[src/rtl/led_indicator_pkg.sv]
// led_indicator_pkg: mode encodings and bus-slicing helper for the LED indicator engine
package led_indicator_pkg;
  localparam int MODE_W = 3;
  localparam logic [MODE_W-1:0] MODE_OFF = 3'd0;
  localparam logic [MODE_W-1:0] MODE_ON = 3'd1;
  localparam logic [MODE_W-1:0] MODE_BLINK_SLOW = 3'd2;
  localparam logic [MODE_W-1:0] MODE_BLINK_FAST = 3'd3;
  localparam logic [MODE_W-1:0] MODE_PWM = 3'd4;
  localparam logic [MODE_W-1:0] MODE_FLASH = 3'd5;
  localparam logic [MODE_W-1:0] MODE_FLASH_INV = 3'd6;
  localparam logic [MODE_W-1:0] MODE_RSVD = 3'd7;
  function automatic int ch_lsb(input int i, input int w);
    return i * w;
  endfunction
endpackage

[src/rtl/led_stretch.sv]
// led_stretch: retriggerable saturating tick-based pulse stretcher
module led_stretch #(
  parameter int STRETCH_TICKS = 4
) (
  input  logic clk,
  input  logic rst,
  input  logic tick,
  input  logic evt,
  output logic active
);
  localparam int W = $clog2(STRETCH_TICKS + 1);
  logic [W-1:0] cnt;
  always_ff @(posedge clk)
    if (rst) cnt <= '0;
    else if (evt) cnt <= W'(STRETCH_TICKS);
    else if (tick && cnt != '0) cnt <= cnt - W'(1);
  assign active = cnt != '0;
endmodule

[src/rtl/led_indicator.sv]
// led_indicator: per-channel off/on/blink/PWM/flash drive for the RGB LED driver
module led_indicator
  import led_indicator_pkg::*;
#(
  parameter int NUM_CH = 3,
  parameter int PWM_BITS = 8,
  parameter int PRESCALE = 65536,
  parameter int BLINK_BITS = 8,
  parameter int STRETCH_TICKS = 4
) (
  input  logic                       clk,
  input  logic                       rst,
  input  logic                       enable,
  input  logic [NUM_CH*MODE_W-1:0]   mode,
  input  logic [NUM_CH*PWM_BITS-1:0] duty,
  input  logic [NUM_CH-1:0]          evt,
  output logic                       tick,
  output logic [NUM_CH-1:0]          led_pwm
);
  localparam int PRE_W = $clog2(PRESCALE);
  logic [PRE_W-1:0] pre_cnt;
  logic [PWM_BITS-1:0] pwm_cnt;
  logic [BLINK_BITS-1:0] blink_cnt;
  logic [NUM_CH*PWM_BITS-1:0] duty_sh;
  logic [NUM_CH-1:0] active, c;
  always_ff @(posedge clk)
    if (rst) begin
      pre_cnt <= '0;
      pwm_cnt <= '0;
      blink_cnt <= '0;
      duty_sh <= '0;
      tick <= 1'b0;
      led_pwm <= '0;
    end else begin
      pre_cnt <= pre_cnt == PRE_W'(PRESCALE - 1) ? '0 : pre_cnt + PRE_W'(1);
      tick <= pre_cnt == PRE_W'(PRESCALE - 1);
      pwm_cnt <= pwm_cnt + PWM_BITS'(1);
      blink_cnt <= tick ? blink_cnt + BLINK_BITS'(1) : blink_cnt;
      duty_sh <= pwm_cnt == '1 ? duty : duty_sh;
      led_pwm <= c & {NUM_CH{enable}};
    end
  for (genvar i = 0; i < NUM_CH; i++) begin : g_ch
    logic [MODE_W-1:0] m;
    logic [PWM_BITS-1:0] d;
    assign m = mode[ch_lsb(i, MODE_W) +: MODE_W];
    assign d = duty_sh[ch_lsb(i, PWM_BITS) +: PWM_BITS];
    led_stretch #(.STRETCH_TICKS(STRETCH_TICKS)) u_st (
      .clk(clk),
      .rst(rst),
      .tick(tick),
      .evt(evt[i]),
      .active(active[i])
    );
    assign c[i] = m == MODE_ON ? 1'b1 :
                  m == MODE_BLINK_SLOW ? blink_cnt[BLINK_BITS-1] :
                  m == MODE_BLINK_FAST ? blink_cnt[BLINK_BITS-3] :
                  m == MODE_PWM ? pwm_cnt < d :
                  m == MODE_FLASH ? active[i] :
                  m == MODE_FLASH_INV ? ~active[i] : 1'b0;
  end
endmodule
[config.mk]
export PLATFORM = sky130hd
export DESIGN_NAME = led_indicator
export DESIGN_NICKNAME = d
export VERILOG_FILES = /design/src/rtl/led_indicator_pkg.sv /design/src/rtl/led_stretch.sv /design/src/rtl/led_indicator.sv
export SDC_FILE = /design/constraint.sdc
export NUM_CORES = 1
export LEC_CHECK = 0
export CORE_ASPECT_RATIO = 0.7
export CORE_MARGIN = 8
export CORE_UTILIZATION = 44
export CTS_BUF_LIST = sky130_fd_sc_hd__clkbuf_16
export DETAILED_ROUTE_END_ITERATION = 10
export PLACE_DENSITY = 0.66
export SYNTH_ARGS = -nofsm -noshare
export SYNTH_HDL_FRONTEND = slang
export SYNTH_SLANG_ARGS = --single-unit
[constraint.sdc]
create_clock -name clk -period 2.7 [get_ports clk]
set_input_delay 0.54 -clock clk [delete_from_list [all_inputs] [get_ports clk]]
set_output_delay 0.54 -clock clk [all_outputs]
set_load 0.02 [all_outputs]
-- Word-level counts from Yosys, hierarchy flattened
Index checks and enable logic that the tools add are counted.
- bits in registers: 69
- input port bits: 39
- output and inout bits: 4
- word-level logic and storage cells: 82
- $add $sub $neg: 6
- order comparisons: 3
- equality and inequality tests: 20
- muxes and demuxes: 24
- bitwise logic cells: 4
- reduce and logical (&&, ||, !) cells: 13
- operators with widths (kind ; count):
    $eq A3 B3 Y1 const B ; 9
    $lt A8 B8 Y1 ; 3
    $eq A3 B2 Y1 const B ; 6
    $mux W1 ; 18
    $mux W3 ; 6
    $add A16 B1 Y16 const B ; 1
    $add A8 B1 Y8 const B ; 2
    $eq A16 B16 Y1 const B ; 1
    $eq A3 B1 Y1 const B ; 3
    $reduce_bool A3 Y1 ; 3
    $sub A3 B1 Y3 const B ; 3
    $eq A8 B8 Y1 const B ; 1
    $reduce_or A2 Y1 ; 4
    $reduce_bool A2 Y1 ; 3
    $and A3 B3 Y3 ; 1
    $logic_and A1 B1 Y1 ; 3
    $not A1 Y1 ; 3

-- Longest topological paths before layout
Gate-level depths: netlist (run 1).
- word-level depth: 9
- gate-level depth with buffers: 8
- depth with buffers taken out: 7

-- Modules after synthesis
A second synthesis (run 1) with hierarchy kept.
- cell total of the unflattened synthesis: 408
- area total of the unflattened synthesis: 3509.6 sq um
- modules (own cells, without submodules) (module ; times used ; cells each ; area an instance (sq um)):
    led_indicator ; 1 ; 357 ; 3010.4
    led_stretch ; 3 ; 17 ; 166.4

-- Worst setup path after synthesis (run 1)
OpenSTA, ideal clock, no wires.
- path type: reg-to-reg
- start point: register pre_cnt[0]
- end point: register pre_cnt[11]
- setup time: 117 ps
- arrival: 1783 ps
- required time: 2583 ps
- slack: 800 ps
- stages on the path, launching flop included: 8
- buffers on the path: 1
- clock period less this slack: 1900 ps
- cells stage by stage: dfxtp_1 -> ha_1 -> nand2_1 -> or3_4 -> or3b_4 -> o21bai_2 -> buf_2 -> nor2_1
- word-level cells in the longest chain between the ends: 2
- elaborated cells on any way between the ends: 3
- RTL lines (element ; RTL line ; text):
    start, declared ; led_indicator.sv:21 ; logic [PRE_W-1:0] pre_cnt;
    start signal, assigned ; led_indicator.sv:35 ; pre_cnt <= pre_cnt == PRE_W'(PRESCALE - 1) ? '0 : pre_cnt + PRE_W'(1);
    branches (longest 2 deep; another with $add A16 B1 Y16) ; n/a ;
Several ways; the timed one is not identified.
A chain may end at the register's enable or synchronous reset.

-- Worst setup path in the final report (run 1)
- start point: register pre_cnt[0]
- end point: register pre_cnt[6]
Same word-level chain as after synthesis.

==> results of run 1 <==
## report_power, final
| part | total (mW) | internal, mW | switching [mW] |
|---|---|---|---|
| Sequential | 1.04 | 1.03 | 0.0128 |
| Combinational | 0.156 | 0.0887 | 0.0673 |
| Clock | 1.31 | 0.889 | 0.418 |
| Total | 2.51 | 2.01 | 0.498 |
## state kept, by name (all words and copies together), names as in the netlist
name,flops
g_ch.u_st.cnt,9
led_pwm,3
tick,1
pwm_cnt,8
pre_cnt,16
blink_cnt,8
duty_sh,24
## final cells by class
class	instances	area [sq um]
Clock buffer	9	225
Clock inverter	7	105
Fill cell	664	3130
Inverter	31	116
Multi-Input combinational cell	294	1800
Sequential cell	69	1380
Tap cell	98	123
Timing Repair Buffer	46	445
## worst paths after layout
path / startpoint / to / slack (ps) / cells past startpoint
setup / recovery: pre_cnt[0] / pre_cnt[6] / 540 / 6
hold / removal: duty_sh[4] / duty_sh[4] / 450 / 2
setup reg to reg: pre_cnt[0] / pre_cnt[6] / 540 / 6
hold reg to reg: duty_sh[4] / duty_sh[4] / 450 / 2
## routing by layer
layer,track usage [%],part of all wire [%]
met1,17.9,51
met2,23.1,43
met3,6.31,5.1
met4,2.71,0.44
met5,0,0
## tightest hold or removal path: stages (launching register included)
cell	delay, ps
dfxtp_1	300
nand2_1	50
a21oi_1	50
## cell families (layout without fill, tap and decap cells)
family / count (synthesis) / in the layout / share of synthesized area, %
AOI/OAI and AO/OA: 64 / 64 / 10.7
xor gates and xnor gates: 25 / 25 / 6.55
adders and majority gates: 30 / 30 / 11.2
buffers and inverters: 44 / 93 / 4.98
DFF: 69 / 69 / 41.3
muxes: 6 / 6 / 1.80
and+or+nand+nor: 169 / 169 / 23.4
## per-stage QoR
step,util [%],std cells
3_3_place_gp,52.8,538
3_5_place_dp,52.8,538
6_report,57.3,554
4_1_cts,57.3,554
5_1_grt,57.3,554
2_1_floorplan,-,407
## synth_stat cells (7+ instances only)
cell type  count
xor2_1        11
xnor2_1       14
nor2b_1        7
nor3_1        13
nand2_1       65
o21ai_0        9
nand4_1        9
dfxtp_1       69
nor2_1        41
clkbuf_1      11
inv_1         31
a21oi_1       39
ha_1          30
nand3_1        9
==> metrics.csv, run 1 <==
stage,metric,value,unit
finish,nets,520,
sta,fin_skew,9.09,ps
detailed_routing,wl,7210,microns
worst_setup_path,path_cells,"ha_1, nand2_1, or3_4, or3b_4, o21bai_2, nor2_1",
finish,syn_to_final_growth,25.4,%
sta,rsz0062_at_grt,false,
worst_setup_path,cpPeakStageDelay,470,ps
synth,yosys_warnings,0,
global_routing,grt_antenna_before_repair,0,
die,fp.dieH,88.9,microns
die,start_util,45.7,%
synth,ys_async_sr_fraction,0,%
clocking,clock-root-buffer,clkbuf_16,
clocking,worstSkewPairLatency,330,ps
detailed_routing,firstDrtPassIters,4,
worst_setup_path,cp.required,2890,ps
synth,ys_seq_elements,69,
global_routing,grt_overflow_total,0,
sta,tns,0,ps
synth,synthCells,407,
job,drv_cap,0,
sta,finalHoldViolCount,0,
worst_setup_path,crit_type,reg2reg,
finish,n_antenna_cell,0,
die,die_x,120,microns
pwr,power_density,598,mW/mm^2
clocking,clkTransAtPathRegs,50,ps
worst_setup_path,worstSetupStartpointType,flop,
sta,tightest_slew,700,ps
placement,hpwl,5190,microns
global_routing,grt_max_degree,34,
worst_setup_path,cp.arrival,2340,ps
die,row_count,26,
outcome,status,finished clean,
synth,synth.distinct_cells,31,
clocking,clock_path_buffers,2,
detailed_routing,drt.antenna.violating_nets,0,
synth,synth.net_count,476,
die,core-area,0.00732,sq mm
sta,slew_headroom,53.0,%
worst_setup_path,path_buf_inv,0,
clocking,cts_sinks,69,
worst_setup_path,path_delay_family,simple AND/OR/NAND/NOR gates,
synth,ys_top_cells_by_area,"dfxtp_1 41%, ha_1 11%, nand2_1 7.3%",
clocking,cts_tree,yes,
worst_hold_path,min_path_type,reg2reg,
synth,syn_avg_cell_area,8.22,sq um
sta,holdWs,453,ps
detailed_routing,via_per_inst,4.96,
finish,final_common_cell,dfxtp_1,
clocking,cts_resized,0,
synth,ys_seq_area_share,41.3,%
finish,drive_gt1_share,4.39,%
clocking,post_cts_buffers,0,
synth,yosysTopAreaCellShare,41.3,%
pwr,totalPowerFinal,2.51,mW
placement,gp_congestion,0.811,
worst_setup_path,crit_path_end_kind,flop,
placement,place_area,0.00386,sq mm
synth,synth_edf_count,0,
finish,fin_area,0.00419,sq mm
die,dieArea,0.0107,sq mm
detailed_routing,drc,0,
global_routing,grt_usage,14.4,%
synth,synth_flop_cell,dfxtp_1,
clocking,cts_made_buffers,9,
global_routing,grt_pass1_wl,12300,microns
clocking,hold_buffers,0,
synth,syn_area,0.00334,sq mm
finish,final_cell_mix,"69 x dfxtp_1, 65 x nand2_1, 41 x nor2_1, 41 x clkdlybuf4s50_1, 39 x a21oi_1",
placement,place_ws,553,ps
detailed_routing,vias,2746,
sta,period_minus_slack,2160,ps
global_routing,grt_pass1_vias,2636,
pwr,vdd_drop_max,0.304,mV
sta,fin_ws,544,ps
placement,port_buffers,42,
sta,max_freq,0.464,GHz
clocking,cts_max_level,3,
sta,drv_slew,0,
die,io_pins,43,
synth,yosys.area.top_type,dfxtp_1,
pwr,leakagePower,1.51,nW
sta,finalSetupViolCount,0,
worst_setup_path,crit_fanout,13,
detailed_routing,drt_iter0_drc,144,
worst_setup_path,critical-path-slowest-cell,o21bai_2,
detailed_routing,routedWlPerCell,13.0,microns
sta,timing.final.crit_share,79.8,%
Note: power is estimated with default switching activity, not from simulation.
==> inputs of run 2 (changes only) <==
PLACE_DENSITY = 0.68   (was 0.66)
clock period = 1.8 ns   (was 2.7 ns; I/O delays follow)
==> run 2 against run 1 <==
Largest power group is now sequential cells. Design area grew 2.4%. Power up 33%. Combinational power up 65%. Sequential cell count unchanged. Sequential power increased by 51%. Clock power rose by 16%. Fmax grew 21%. Worst hold slack worse by 160 ps. Clock skew is 3.1 ps lower. Wire length increased by 0.86%.
==> metrics.csv, run 2 (synthesis results as in run 1) <==
stage,metric,value,unit
pwr,totalPowerFinal,3.34,mW
job,drv_cap,0,
global_routing,grt_pass1_vias,2784,
worst_setup_path,cpPeakStageDelay,410,ps
finish,largest_reg_flops,24,
finish,fin_area,0.00429,sq mm
die,core-area,0.00732,sq mm
global_routing,grt_usage,14.5,%
detailed_routing,vias,2806,
finish,syn_to_final_growth,28.4,%
sta,tns,0,ps
detailed_routing,wl,7280,microns
finish,final_common_cell,dfxtp_1,
worst_setup_path,rr_startpoint,pre_cnt[0],
worst_setup_path,critical-path-slowest-cell,or3b_4,
sta,timing.final.crit_share,99.0,%
worst_hold_path,hold_start,rst,
worst_setup_path,crit_type,reg2reg,
clocking,worstSkewPairLatency,330,ps
sta,drv_slew,0,
global_routing,grt_antenna_before_repair,0,
sta,max_freq,0.561,GHz
sta,finalSetupViolCount,0,
placement,hpwl,5370,microns
clocking,clock-root-buffer,clkbuf_16,
placement,place_area,0.00402,sq mm
finish,n_antenna_cell,0,
worst_hold_path,min_path_type,in2reg,
clocking,cts_max_level,3,
finish,fin_cells,569,
clocking,cts_made_buffers,9,
worst_setup_path,path_cells,"ha_4, nand2_1, or3_4, or3b_4, or3_1, a21oi_1",
finish,drive_gt1_share,9.13,%
detailed_routing,drc,0,
sta,period_minus_slack,1780,ps
worst_setup_path,crit_path_start,pre_cnt[0],
die,die_x,120,microns
placement,port_buffers,42,
global_routing,grt_overflow_total,0,
sta,finalHoldViolCount,0,
pwr,power_density,779,mW/mm^2
die,row_count,26,
placement,place_ws,-48.7,ps
clocking,hold_buffers,0,
detailed_routing,routedWlPerCell,12.8,microns
worst_setup_path,crit_fanout,3,
worst_setup_path,worstSetupStartpointType,flop,
sta,rsz0062_at_grt,true,
finish,top_register,duty_sh,
outcome,status,finished clean,
detailed_routing,drt.antenna.violating_nets,0,
worst_setup_path,cp.required,2060,ps
sta,fin_skew,6.01,ps
global_routing,grt_pass1_wl,12500,microns
placement,gp_congestion,0.799,
detailed_routing,firstDrtPassIters,4,
global_routing,grt_max_degree,30,
clocking,clkTransAtPathRegs,50,ps
sta,tightest_slew,477,ps
pwr,vdd_drop_max,0.387,mV
detailed_routing,drt_iter0_drc,155,
finish,nets,536,
die,dieArea,0.0107,sq mm
sta,slew_headroom,68.0,%
worst_setup_path,crit_path_end_kind,flop,
placement,dp.cells,552,
clocking,clock_path_buffers,2,
worst_setup_path,cp.arrival,2040,ps
detailed_routing,via_per_inst,4.93,
clocking,cts_tree,yes,
finish,reg_top3,"duty_sh x24, pre_cnt x16, g_ch.u_st.cnt x9",
die,start_util,45.7,%
die,fp.dieH,88.9,microns
die,io_pins,43,
finish,final_cell_mix,"66 x dfxtp_1, 65 x nand2_1, 41 x clkdlybuf4s50_1",
clocking,cts_sinks,69,
pwr,leakagePower,1.56,nW
sta,fin_ws,18.4,ps
## run 2: cell types whose count changed in the layout (fill, tap and decap cells not counted), sizes merged
| cell | delta |
|---|---|
| clkinvlp | +2 |
| buf | +16 |
| bufinv | -3 |
## run 2: path summary, 6_finish.rpt
path	end	slack, ps	cells past startpoint
min reg2reg	duty_sh[3]	450	2
max	pre_cnt[14]	20	6
min	pre_cnt[14]	290	2
max reg2reg	pre_cnt[14]	20	6
## run 2: what timing repair did
action                     4_1_cts  5_1_grt
setup endpoints to repair        1       21
setup buffers                    1        1
gates resized for setup          0        4
pin swaps                        5        0
## run 2: critical path: cells and delay by family (launching register included)
family                   cells  cell delay (ps)
flip-flops                   1              350
AO/OA/AOI/OAI                1              140
adder cells (fa/ha/maj)      1              130
AND/OR/NAND/NOR              4             1090
## run 2: area by class of cell
class / count / area, sq um
Tap cell: 98 / 123
Clock buffer: 9 / 225
Fill cell: 675 / 3030
Sequential cell: 69 / 1390
Multi-Input combinational cell: 294 / 1820
Inverter: 31 / 116
Timing Repair Buffer: 62 / 591
Clock inverter: 6 / 32.5
## run 2: per-layer routing
metal	part of all wire, %	vias to the layer above	track usage (%)
li1	-	1481	-
met1	49	1274	18.2
met2	45	47	23.6
met3	5.3	4	5.11
met4	0.47	0	3.39
met5	0	-	0
## run 2: report_power, final
part           switching [mW]  internal (mW)  total (mW)
Clock                   0.614          0.907        1.52
Combinational           0.107          0.150       0.257
Sequential             0.0178           1.55        1.57
## run 2: stage by stage
| step | hold slack, ps | util [%] |
|---|---|---|
| after floorplan | 418 | - |
| after global placement | 445 | 54.9 |
| after detailed placement | 448 | 54.9 |
| after CTS | 286 | 58.5 |
| after global routing | 299 | 58.6 |
| final | 294 | 58.6 |
==> inputs of run 3 (changes only) <==
clock period = 1.6 ns   (was 1.8 ns; I/O delays follow)
==> run 3 against run 2 <==
The run now ends with setup timing left. Clock power grew 22%. Design area grew 4.8%. Via count grew 2.5%. Clock skew grew 1.2 ps. Worst hold slack gained 120 ps.
==> metrics.csv, run 3 (synthesis results as in run 1) <==
stage,metric,value,unit
outcome,status,finished with violations,
outcome,violations,setup timing,
finish,seq_area,0.00139,sq mm
worst_setup_path,r2r_cells,6,
finish,final_cell_mix,"64 x nand2_1, 63 x dfxtp_1, 40 x clkdlybuf4s50_1",
job,drv_cap,0,
sta,slew_headroom,83.6,%
global_routing,grt_antenna_before_repair,0,
finish,fin_cells,580,
die,fp.dieH,88.9,microns
clocking,cts_max_level,3,
clocking,worstSkewPairLatency,330,ps
die,start_util,45.7,%
placement,hpwl,5800,microns
finish,syn_to_final_growth,34.5,%
placement,place_ws,-264,ps
global_routing,grt_usage,15.6,%
finish,largest_reg_flops,24,
pwr,p_switching,838,uW
finish,nFillCells,658,
worst_setup_path,worstSetupStartpointType,flop,
worst_setup_path,cp.arrival,2020,ps
global_routing,met2_usage,27.4,%
pwr,pwr-share-comb,8.4,%
global_routing,met1_usage,18.2,%
worst_setup_path,crit_path_end_kind,flop,
worst_hold_path,min_path_type,in2reg,
finish,final_common_cell,nand2_1,
worst_setup_path,cp_num_cells,6,
global_routing,grt_pass1_wl,13500,microns
finish,fin_area,0.00450,sq mm
worst_setup_path,path_buf_inv,0,
sta,fin_skew,7.24,ps
pwr,vdd_drop_max,0.416,mV
sta,fin_ws,-165,ps
sta,rsz0062_at_grt,true,
detailed_routing,drc,0,
worst_hold_path,holdPathStages,3,
sta,holdWs,415,ps
die,dieArea,0.0107,sq mm
sta,timing.final.crit_share,110,%
die,io_pins,43,
finish,multi_input_area,0.00191,sq mm
worst_setup_path,cp.required,1860,ps
finish,nets,548,
clocking,clock-root-buffer,clkbuf_16,
clocking,cts_tree,yes,
placement,dp.cells,563,
detailed_routing,firstDrtPassIters,4,
sta,finalSetupViolCount,16,
worst_setup_path,path_delay_family,simple AND/OR/NAND/NOR gates,
pwr,p_clk_share,46.9,%
sta,tightest_slew,245,ps
finish,post-route-util,61.5,%
pwr,totalPowerFinal,3.94,mW
global_routing,met3_usage,4.54,%
die,core-area,0.00732,sq mm
placement,gp_congestion,0.808,
worst_setup_path,critical-path-slowest-cell,or3b_4,
clocking,clock_path_buffers,2,
detailed_routing,drt.antenna.violating_nets,0,
sta,drv_slew,0,
detailed_routing,wl,8000,microns
global_routing,busiest_layer,met2,
pwr,power.share.switching,21.2,%
placement,place_area,0.00410,sq mm
sta,tns,-2180,ps
worst_setup_path,cpPeakStageDelay,430,ps
placement,port_buffers,42,
global_routing,grt_max_degree,23,
finish,reg_top3,"duty_sh x24, pre_cnt x16, g_ch.u_st.cnt x9",
finish,drive_gt1_share,16.2,%
clocking,cts_sinks,69,
pwr,leakagePower,1.65,nW
sta,finalHoldViolCount,0,
sta,period_minus_slack,1770,ps
worst_setup_path,crit_fanout,3,
worst_setup_path,crit_type,reg2reg,
detailed_routing,via_per_inst,4.96,
pwr,power_density,877,mW/mm^2
clocking,clkTransAtPathRegs,50,ps
finish,n_antenna_cell,0,
detailed_routing,vias,2875,
sta,max_freq,0.567,GHz
global_routing,grt_pass1_vias,2981,
pwr,p_int,3.11,mW
worst_setup_path,path_cells,"ha_4, nand2_2, or3_4, or3b_4, or3_1, a21oi_1",
detailed_routing,drt_iter0_drc,188,
die,row_count,26,
clocking,cts_made_buffers,9,
clocking,hold_buffers,0,
detailed_routing,routedWlPerCell,13.8,microns
global_routing,grt_overflow_total,0,
pwr,p_seq_share,44.7,%
finish,top_register,duty_sh,
die,die_x,120,microns
==> run 3: cell count changes in the layout (fill, tap and decap cells not counted), sizes merged <==
cell	change
inv	+1
bufinv	+1
buf	+12
clkdlybuf4s50	-1
clkinvlp	-2
dlygate4sd2	+1
clkinv	-1
==> run 3: path summary, 6_finish.rpt <==
check                                 start                   to  slack, ps
worst min register to register  duty_sh[19]          duty_sh[19]        450
worst max register to register   pre_cnt[0]          pre_cnt[14]       -170
worst max-delay path             pre_cnt[0]          pre_cnt[14]       -170
worst min-delay path                    rst  g_ch[1].u_st.cnt[2]        410
==> run 3: final cells by class <==
type                       instances  area share, %
tap                               98           2.73
timing repair buffer              74           15.3
inverter                          31           2.59
multi-input combinational        294           42.5
sequential                        69           30.9
clock inverter                     5           1.03
clock buffer                       9           5.01
==> run 3: what timing repair did <==
action,CTS,global route
endpoints found under the setup margin,39,44
endpoints found under the hold margin,0,0
resized for setup,10,24
pin swaps,8,5
buffers inserted,2,1
==> run 3: worst register-to-register path, stage by stage (launching register included) <==
cell     delay [ps]
dfxtp_2         340
ha_4            140
nand2_2          40
or3_4           320
or3b_4          430
or3_1           310
a21oi_1         120
==> run 3: metal layers <==
| layer | vias up | wire (microns) | part of all wire [%] |
|---|---|---|---|
| li1 | 1500 | - | - |
| met2 | 40 | 3900 | 49 |
| met5 | - | 0 | 0 |
| met3 | 6 | 363 | 4.5 |
| met1 | 1329 | 3680 | 46 |
| met4 | 0 | 64 | 0.80 |
==> run 3: power by group through the flow <==
stage	clock (mW)	combinational, mW	sequential [mW]
floorplan	0	0.121	1.80
global placement	0	0.290	1.80
detailed placement	0	0.297	1.80
CTS	1.89	0.308	1.76
global route	1.97	0.365	1.77
finish	1.85	0.331	1.76
==> variant (flow settings as in run 1) <==
Change the parameter `PRESCALE` from 65536 to 16384.
--- a/src/rtl/led_indicator.sv
+++ b/src/rtl/led_indicator.sv
@@ -4,7 +4,7 @@
 #(
   parameter int NUM_CH = 3,
   parameter int PWM_BITS = 8,
-  parameter int PRESCALE = 65536,
+  parameter int PRESCALE = 16384,
   parameter int BLINK_BITS = 8,
   parameter int STRETCH_TICKS = 4
 ) (
Function: no difference found for any inputs over 10 cycles, from zero or initial values and one cycle with rst high; that may be too few to reach the edited logic, so the function may still have changed.
==> variant against run 1 <==
- total power is 9.9% lower
- setup slack better by 0.31 ns
- utilization is 0.85 points lower
- cell area is 1.0% lower
- sequential cell count is 2 lower
- count of clock-buffer cells in the layout stayed put
- die area is 0.63% higher
- wire length is 7.2% higher
- area after synthesis is 0.75% higher
- critical path type unchanged
- largest cell class unchanged
- highest routed layer unchanged
==> variant: results (changes against run 1) <==
- Violation count after the first detailed-routing iteration: 168 (+17%)
- The transition at the pin with the smallest max-transition slack came to 0.516 ns (-0.184 ns).
- Worst clock skew on the final layout: 0.00663 ns (-0.00246 ns)
- The routability congestion estimate from global placement was 0.783 (-3.4%).
- Final layout net count: 509 (-2.1%)
- DP Worst Slack: 0.866 ns (+0.313 ns)
- The number of gates given a new drive strength after cts was 0 (unchanged).
- Ys Warns: 0 (unchanged)
* Arrival time reported for the critical path endpoint: 2.10 ns (-0.24 ns)
- The number of antenna violations at the first check in global routing came to 0 (unchanged).
- Largest registers: duty_sh (24), pre_cnt (14), g_ch.u_st.cnt (9)
- Hold buffer count at CTS: 0 (unchanged)
- The run finished with clean final reports.
- The via-per-instance ratio came to 5.25 (+5.9%).
* Inst Count DP: 527 (-2.0%)
* Hold WC Path Type: register to register
- The total DRC errors in the routed layout is 0 (unchanged).
* Post-synth net total: 467 (-1.9%)
* Antenna fix cells: 0 (unchanged)
- Maximum ir drop on the vdd rail: 0.000365 V (+20%)
- The number of filler instances in the final layout came to 703 (+5.9%).
- The clock slew at the register clock pins of the worst setup and hold paths came to 0.05 ns (about the same).
- In the synthesized netlist, the cells that appear most often are 67 x sky130_fd_sc_hd__dfxtp_1, 42 x sky130_fd_sc_hd__nand2_1, 34 x sky130_fd_sc_hd__nor2_1.
* Number of global-route vias before repair: 2709 (+2.8%)
- The detailed-placement wirelength estimate is 5650 µm (+8.9%).
- By area the synthesized netlist is led by sky130_fd_sc_hd__dfxtp_1 40%, sky130_fd_sc_hd__ha_1 11%, sky130_fd_sc_hd__a21oi_1 4.9%, sky130_fd_sc_hd__o21ai_0 4.9%, sky130_fd_sc_hd__nand2_1 4.7%.
* Main synth FF type: sky130_fd_sc_hd__dfxtp_1
- H-tree depth reported by CTS: 3 (unchanged)
- The maximum fanout count along the critical path is 16 (+3).
* Inserted Clock Buffers: 9 (unchanged)
- The average wire per standard cell came to 14.3 µm (+9.6%).
* Total Wirelength: 7740 µm (+7.2%)
- The post-place instance area came to 0.00387 mm² (+0.29%).
- The share of post-route cells with drive strength above 1 was 6.76% (+2.4 points).
- The largest net degree at the start of global routing came to 30 (-12%).
* Maximum count of clock buffers along a single path: 2 (unchanged)
- The number of iterations in the first detailed-routing pass came to 4 (unchanged).
- Delay of the slowest cell on the worst path: 0.51 ns (+0.04 ns)
- Broken down by cell family, the worst path's largest delay share belongs to simple AND/OR/NAND/NOR gates.
* Highest-delay cell along the critical path: sky130_fd_sc_hd__dfxtp_1
* Clock latency reported for the late side of the worst-skew pair: 0.33 ns (about the same)
* Clock tree root driver cell: sky130_fd_sc_hd__clkbuf_16
- Static power due to leakage: 1.50 nW (-0.67%)
* Total routing resource utilization after global routing: 15.0% (+0.59 points)
- Port Buf Inserts: 42 (unchanged)
- First-pass GRT wire length: 12800 µm (+4.1%)
- Post-synthesis sequential area ratio: 39.8% (-1.5 points)
- Number of distinct library cell variants in the gate-level netlist after synthesis: 42 (+35%)
- Fraction of registers with async set or reset after synthesis: 0% (unchanged)
* Per-instance average area after synthesis: 8.47 µm² (+3.0%)
-- variant: area by class of cell --
| type | instances | area [µm²] | area share, % |
|---|---|---|---|
| multi-input combinational | 287 | 1850 | 44.6 |
| sequential | 67 | 1340 | 32.3 |
| timing repair buffer | 47 | 453 | 10.9 |
| clock buffer | 9 | 225 | 5.43 |
| tap | 98 | 123 | 2.96 |
| inverter | 28 | 105 | 2.53 |
| clock inverter | 6 | 50.0 | 1.21 |
-- variant: worst register-to-register path: stages (launching register included) --
cell and delay (ns):
sky130_fd_sc_hd__dfxtp_1 0.51, sky130_fd_sc_hd__nand4_1 0.45, sky130_fd_sc_hd__buf_4 0.36, sky130_fd_sc_hd__or3_1 0.32, sky130_fd_sc_hd__a21oi_1 0.14
-- variant: routing by layer --
layer | wire [µm] | global-route usage, %
met1 | 3910 | 19.9
met2 | 3290 | 22.6
met3 | 496 | 4.48
met4 | 40 | 5.76
met5 | 0 | 0
-- variant: path summary, 6_finish.rpt --
| check | slack, ns | startpoint | depth (start not counted) | to |
|---|---|---|---|---|
| worst max-delay path | 0.86 | pwm_cnt[4] | 4 | pwm_cnt[7] |
| worst min-delay path | 0.44 | pre_cnt[0] | 1 | pre_cnt[0] |
| worst max register to register | 0.86 | pwm_cnt[4] | 4 | pwm_cnt[7] |
| worst min register to register | 0.44 | pre_cnt[0] | 1 | pre_cnt[0] |
-- variant: metrics by stage --
| stage | util, % | hold WS (ns) |
|---|---|---|
| after floorplan | - | 0.413 |
| after global placement | 52.7 | 0.420 |
| after detailed placement | 52.7 | 0.430 |
| after CTS | 56.4 | 0.440 |
| after global routing | 56.4 | 0.466 |
| final | 56.4 | 0.435 |
-- variant: kinds of logic (layout without fill, tap and decap cells) --
group | count (synthesis) | after routing | synth area share, %
AND/OR/NAND/NOR | 140 | 140 | 20.7
flip-flops | 67 | 67 | 39.8
XOR/XNOR | 23 | 23 | 5.98
AO/OA/AOI/OAI | 89 | 89 | 15.5
adder cells (fa/ha/maj) | 30 | 30 | 11.1
multiplexers | 5 | 5 | 1.63
buffers and inverters | 44 | 90 | 5.24
-- variant: power breakdown --
part           switching [mW]  internal, mW
sequential             0.0140          1.00
clock                   0.389         0.693
combinational          0.0701        0.0893
